## src/rtl/adc_capture_sequencer.sv

```systemverilog
// Start/settle/run/flush sequencer gating the x400 ADC 2x1 gearbox.
// Single clk1x domain; owns the quasi-static IQ swap setting.
module adc_capture_sequencer #(
  parameter int SETTLE_CYCLES = 16,
  parameter int FLUSH_CYCLES  = 4,
  parameter int CNT_W         = 32
) (
  input  logic             clk1x,
  input  logic             reset_1x,
  input  logic             start_1x,
  input  logic             stop_1x,
  input  logic [CNT_W-1:0] burst_len_1x,
  input  logic             swap_iq_cfg_1x,
  input  logic             valid_in_1x,
  output logic             enable_1x,
  output logic             swap_iq_1x,
  output logic             busy_1x,
  output logic             done_1x,
  output logic             error_1x,
  output logic [CNT_W-1:0] word_count_1x
);

  localparam int SW = (SETTLE_CYCLES > 1) ? $clog2(SETTLE_CYCLES) : 1;
  localparam int FW = (FLUSH_CYCLES > 1) ? $clog2(FLUSH_CYCLES) : 1;
  localparam logic [SW-1:0] SETTLE_MAX = SW'(SETTLE_CYCLES - 1);
  localparam logic [FW-1:0] FLUSH_MAX  = FW'(FLUSH_CYCLES - 1);

  typedef enum logic [1:0] {
    S_IDLE,
    S_SETTLE,
    S_RUN,
    S_FLUSH
  } state_e;

  state_e           state_q, state_d;
  logic [SW-1:0]    settle_q, settle_d;
  logic [FW-1:0]    flush_q, flush_d;
  logic [CNT_W-1:0] burst_q, burst_d;
  logic [CNT_W-1:0] wcnt_q, wcnt_d;
  logic             swap_q, swap_d;
  logic             err_q, err_d;
  logic             done_q, done_d;
  logic             en_q, en_d;

  always_ff @(posedge clk1x) begin
    if (reset_1x) begin
      state_q  <= S_IDLE;
      settle_q <= '0;
      flush_q  <= '0;
      burst_q  <= '0;
      wcnt_q   <= '0;
      swap_q   <= 1'b0;
      err_q    <= 1'b0;
      done_q   <= 1'b0;
      en_q     <= 1'b0;
    end else begin
      state_q  <= state_d;
      settle_q <= settle_d;
      flush_q  <= flush_d;
      burst_q  <= burst_d;
      wcnt_q   <= wcnt_d;
      swap_q   <= swap_d;
      err_q    <= err_d;
      done_q   <= done_d;
      en_q     <= en_d;
    end
  end

  always_comb begin
    state_d  = state_q;
    settle_d = settle_q;
    flush_d  = flush_q;
    burst_d  = burst_q;
    wcnt_d   = wcnt_q;
    swap_d   = swap_q;
    err_d    = err_q;
    done_d   = 1'b0;
    unique case (state_q)
      S_IDLE: begin
        if (start_1x) begin
          burst_d  = burst_len_1x;
          swap_d   = swap_iq_cfg_1x;
          wcnt_d   = '0;
          err_d    = 1'b0;
          settle_d = '0;
          state_d  = S_SETTLE;
        end
      end
      S_SETTLE: begin
        if (stop_1x) begin
          flush_d = '0;
          state_d = S_FLUSH;
        end else if (!valid_in_1x) begin
          settle_d = '0;
        end else if (settle_q == SETTLE_MAX) begin
          state_d = S_RUN;
        end else begin
          settle_d = settle_q + 1'b1;
        end
      end
      S_RUN: begin
        // A coincident stop, last word or valid drop all funnel into one exit.
        if (valid_in_1x) begin
          if (wcnt_q != '1) wcnt_d = wcnt_q + 1'b1;
          if (stop_1x ||
              (burst_q != '0 && wcnt_q == burst_q - 1'b1)) begin
            flush_d = '0;
            state_d = S_FLUSH;
          end
        end else begin
          err_d   = 1'b1;
          flush_d = '0;
          state_d = S_FLUSH;
        end
      end
      S_FLUSH: begin
        if (flush_q == FLUSH_MAX) begin
          done_d  = 1'b1;
          state_d = S_IDLE;
        end else begin
          flush_d = flush_q + 1'b1;
        end
      end
      default: state_d = S_IDLE;
    endcase
    en_d = (state_d == S_RUN);
  end

  assign enable_1x     = en_q;
  assign swap_iq_1x    = swap_q;
  assign busy_1x       = (state_q != S_IDLE);
  assign done_1x       = done_q;
  assign error_1x      = err_q;
  assign word_count_1x = wcnt_q;

endmodule

```

## config.mk

```make
export PLATFORM = sky130hd
export DESIGN_NAME = adc_capture_sequencer
export DESIGN_NICKNAME = d
export VERILOG_FILES = /design/src/rtl/adc_capture_sequencer.sv
export SDC_FILE = /design/constraint.sdc
export NUM_CORES = 1
export LEC_CHECK = 0
export ABC_AREA = 1
export ABC_CLOCK_PERIOD_IN_PS = 2500
export CORE_MARGIN = 8
export CORE_UTILIZATION = 35
export CTS_CLUSTER_DIAMETER = 120
export CTS_CLUSTER_SIZE = 25
export DETAILED_ROUTE_END_ITERATION = 10
export PLACE_DENSITY = 0.65
export SLEW_MARGIN = 20
export SYNTH_ARGS = -nofsm -noshare
export SYNTH_HDL_FRONTEND = slang
export SYNTH_SLANG_ARGS = --single-unit
```

## constraint.sdc

```tcl
create_clock -name clk1x -period 2.5 [get_ports clk1x]
set_input_delay 0.5 -clock clk1x [delete_from_list [all_inputs] [get_ports clk1x]]
set_output_delay 0.5 -clock clk1x [all_outputs]
set_load 0.005 [all_outputs]
```

==> results.cfg <==
[cts]
clkSlewWorstSetupHoldPaths_ps = 60
post_cts.repair.setup_buffers = 0
cts_max_path_bufs = 2
hold_buffers = 0
worst_skew_pair.late_latency_ps = 350
cts-htree-levels = 3
cts_made_buffers = 9
cts.root.buffer_cell = sky130_fd_sc_hd__clkbuf_16
tritoncts = built
post_cts.resized_instances = 0
cts.sinks = 76

[die]
std_cell_rows = 44
die_width_um = 136
core_area_um2 = 14400
ioPinCount = 75
initial_core_util_pct = 35.3
design.die.area_um2 = 18600
chipHeight_um = 136

[drt]
route.antenna.remaining_nets = 0
totalWireLength_um = 15300
avgViaCountPerCell = 5.01
drt_pass1_iterations = 5
drt_iter0_drc = 436
remaining_drc_errors = 0
via_count = 5341
final_routed_wire_length_divided_by_cell_count_um = 14.3

[timing]
maxSlewViolCount = 0
rsz0062_at_grt = no
final.min_clock_period_ps = 2220
setup_tns_ps = 0
timing.final.setup_violations = 0
tightest_slew_ps = 456
timing.max_slew.rel_slack_pct = 69.2
final_hold_viol_count = 0
maxClockFrequency_mhz = 450
fin_skew_ps = 8.84
final_period_util_pct = 88.9

[worst_setup_path]
timing.rr.end = flush_q[0]
crit_fanout = 5
required_time_of_the_worst_setup_path_ps = 2780
slowest_stage_cell_cp = sky130_fd_sc_hd__ha_1
cpPeakStageDelay_ps = 340
crit-reg2reg-launch = burst_q[0]
worst_setup_start_kind = flip-flop
rr_worst_depth = 17
cp-end-kind = flip-flop
timing.critical_path.arrival_ps = 2500
crit_top_cell = sky130_fd_sc_hd__nor2_1
ff2ff_setup_slack_ps = 280
path_class = flip-flop to flip-flop
series_of_cell_instances_along_the_critical_path = inv_1 > ha_1 > nand2_1 > inv_1 > nor2_1 > nand2_1 > nor2_1 > nand2_1 > nor2_1 > nand2_1 > nor2_1 > nand3_1 > nor2_1 > nand3_2 > nand2_4 > nand3_1 > a21oi_1

[synth]
synth.top_cells.by_area = sky130_fd_sc_hd__dfxtp_1, sky130_fd_sc_hd__nand2_1, sky130_fd_sc_hd__nor2_1
async_flop_share_pct = 0
biggest_area_consumer_among_synthesized_cells = sky130_fd_sc_hd__dfxtp_1
synthesis.instances = 792
synth_top_area_share_pct = 30.0
postSynth.topFlopCell = sky130_fd_sc_hd__dfxtp_1
synthesis.yosys.warnings = 0
synth_sequential_area_ratio_pct = 30.0
number_of_register_bits_inferred_by_synthesis = 76
synth-edff-count = 0
synth_cell_type_count = 41
synth_fp_nets = 834
syn_area_per_cell_um2 = 6.41
syn-cell-area_um2 = 5070
yosysMostFrequentCell = sky130_fd_sc_hd__nand2_1
synth_commonest_cells = sky130_fd_sc_hd__nand2_1, sky130_fd_sc_hd__nor2_1, sky130_fd_sc_hd__inv_1

[placed_design]
io_buffer_count = 74
placer_s_final_routability_congestion_estimate = 0.913
post-dp-hpwl_um = 12300

[power_and_ir_drop]
power.share.switching_pct = 33.0
power.switching_mw = 1.33
p_comb_share_pct = 27.3
power_report.internal_total_mw = 2.71
vdd.ir_drop.worst_v = 0.000417
power_frac_clock_pct = 37.9
total_leakage_power_nw = 2.66
power_per_cell_area_nw_per_um2 = 626
total_power_mw = 4.04
sequential_power_share_pct = 34.8

[cells_and_area]
area.growth.synth_to_final_pct = 27.1
final_layout_size_suffix_gt1_share_pct = 11.0
finish.net_count = 919
diodes = 0

[grt]
groute.usage.overall_pct = 17.3
grt_first_pass_wirelength_um = 25500
antenna_found_initial = 0
first_global_vias = 5142
global_route.overflow_total = 0
grt_start_max_net_pins = 39

[hold_path]
hold_path_class = flip-flop to flip-flop
min_path_cells = 2
hp-start = flush_q[1]
holdPathEnd = flush_q[1]

[job]
max_cap_viol_count = 0

[status]
status = completed
[sequential cells by signal (all words and copies together) (netlist names)]
name,flops
state_q,2
burst_q,32
done_1x,1
error_1x,1
flush_q,2
settle_q,4
word_count_1x,32
swap_iq_1x,1
enable_1x,1
[per-stage QoR]
stage | cells | hold WS [ps] | setup slack, ps | instance area, um2 | utilization (%)
global route | 1066 | 514 | 36.1 | 6450 | 44.9
CTS | 1066 | 495 | 288 | 6450 | 44.9
floorplan | 792 | 456 | 617 | 5070 | -
finish | 1066 | 489 | 277 | 6450 | 44.9
detailed placement | 1050 | 482 | 302 | 6100 | 42.5
global placement | 1050 | 482 | 325 | 6100 | 42.5
[layout by cell type, fill, tap and decap left out, types with 2 or more instances in the layout]
master / n
sky130_fd_sc_hd__nand3_1: 37
sky130_fd_sc_hd__nand2_2: 15
sky130_fd_sc_hd__ha_1: 4
sky130_fd_sc_hd__nand3b_1: 7
sky130_fd_sc_hd__nor2_4: 4
sky130_fd_sc_hd__inv_1: 98
sky130_fd_sc_hd__o21a_1: 3
sky130_fd_sc_hd__o21ai_0: 50
sky130_fd_sc_hd__inv_2: 10
sky130_fd_sc_hd__xor2_1: 15
sky130_fd_sc_hd__nor2_1: 112
sky130_fd_sc_hd__nor2_8: 4
sky130_fd_sc_hd__nand2_4: 5
sky130_fd_sc_hd__nand3_2: 2
sky130_fd_sc_hd__buf_4: 15
sky130_fd_sc_hd__nor2_2: 15
sky130_fd_sc_hd__clkbuf_16: 9
sky130_fd_sc_hd__and3_1: 2
sky130_fd_sc_hd__nand2_1: 171
sky130_fd_sc_hd__nor3_1: 22
sky130_fd_sc_hd__dfxtp_1: 76
sky130_fd_sc_hd__o21ai_1: 3
sky130_fd_sc_hd__a2bb2oi_1: 2
sky130_fd_sc_hd__xnor2_1: 14
sky130_fd_sc_hd__a21oi_1: 60
sky130_fd_sc_hd__nand4_1: 20
sky130_fd_sc_hd__clkdlybuf4s50_1: 74
sky130_fd_sc_hd__nor3_2: 3
sky130_fd_sc_hd__nand4_2: 2
sky130_fd_sc_hd__a211oi_1: 4
sky130_fd_sc_hd__nor4_1: 6
sky130_fd_sc_hd__bufinv_16: 3
[cell type report]
cell class	count	area [um2]
Inverter	110	415
Clock buffer	11	243
Tap cell	184	230
Sequential cell	76	1520
Clock inverter	5	106
Fill cell	1481	7920
Timing Repair Buffer	89	853
Multi-Input combinational cell	591	3080
[worst max path at each step]
| stage | endpoint | start | depth (start not counted) | slack, ps |
|---|---|---|---|---|
| final | flush_q[0] | burst_q[0] | 17 | 280 |
| after global routing | word_count_1x[3] | word_count_1x[1] | 11 | 40 |
| after CTS | state_q[0] | burst_q[0] | 19 | 290 |
| after detailed placement | word_count_1x[16] | valid_in_1x | 10 | 300 |
| after global placement | word_count_1x[5] | valid_in_1x | 9 | 320 |
| after floorplan | flush_q[0] | burst_q[0] | 15 | 620 |
[metal layers]
layer	routed length [um]	GRT usage (%)	vias to the layer above	part of all wire, %
li1	-	-	2730	-
met1	7050	21.9	2418	46
met2	6940	27.9	171	45
met3	982	4.51	22	6.4
met4	286	5.31	0	1.9
met5	0	0	-	0
[power by group through the flow]
stage,Combinational (mW),Sequential (mW),Clock (mW)
finish,1.10,1.40,1.53
CTS,1.11,1.40,1.56
global route,1.27,1.42,1.62
detailed placement,1.10,1.43,0
floorplan,0.822,1.40,0
global placement,1.10,1.43,0
[critical path: cells and delay by family (launching register included)]
family	cells	cell delay [ps]
fa+ha+maj	1	340
buf+inv	2	130
simple gates	13	1180
flops	1	330
compound gates	1	160
[logic make-up after synthesis]
kind of cell               count (synthesis)  share of synthesized area [%]
DFF                                       76                           30.0
xor gates and xnor gates                  29                           5.01
AOI/OAI and AO/OA                        125                           13.0
buffers and inverters                    125                           9.34
adders and majority gates                  4                          0.986
and+or+nand+nor                          433                           41.6
Power figures use the tool's default switching activity.
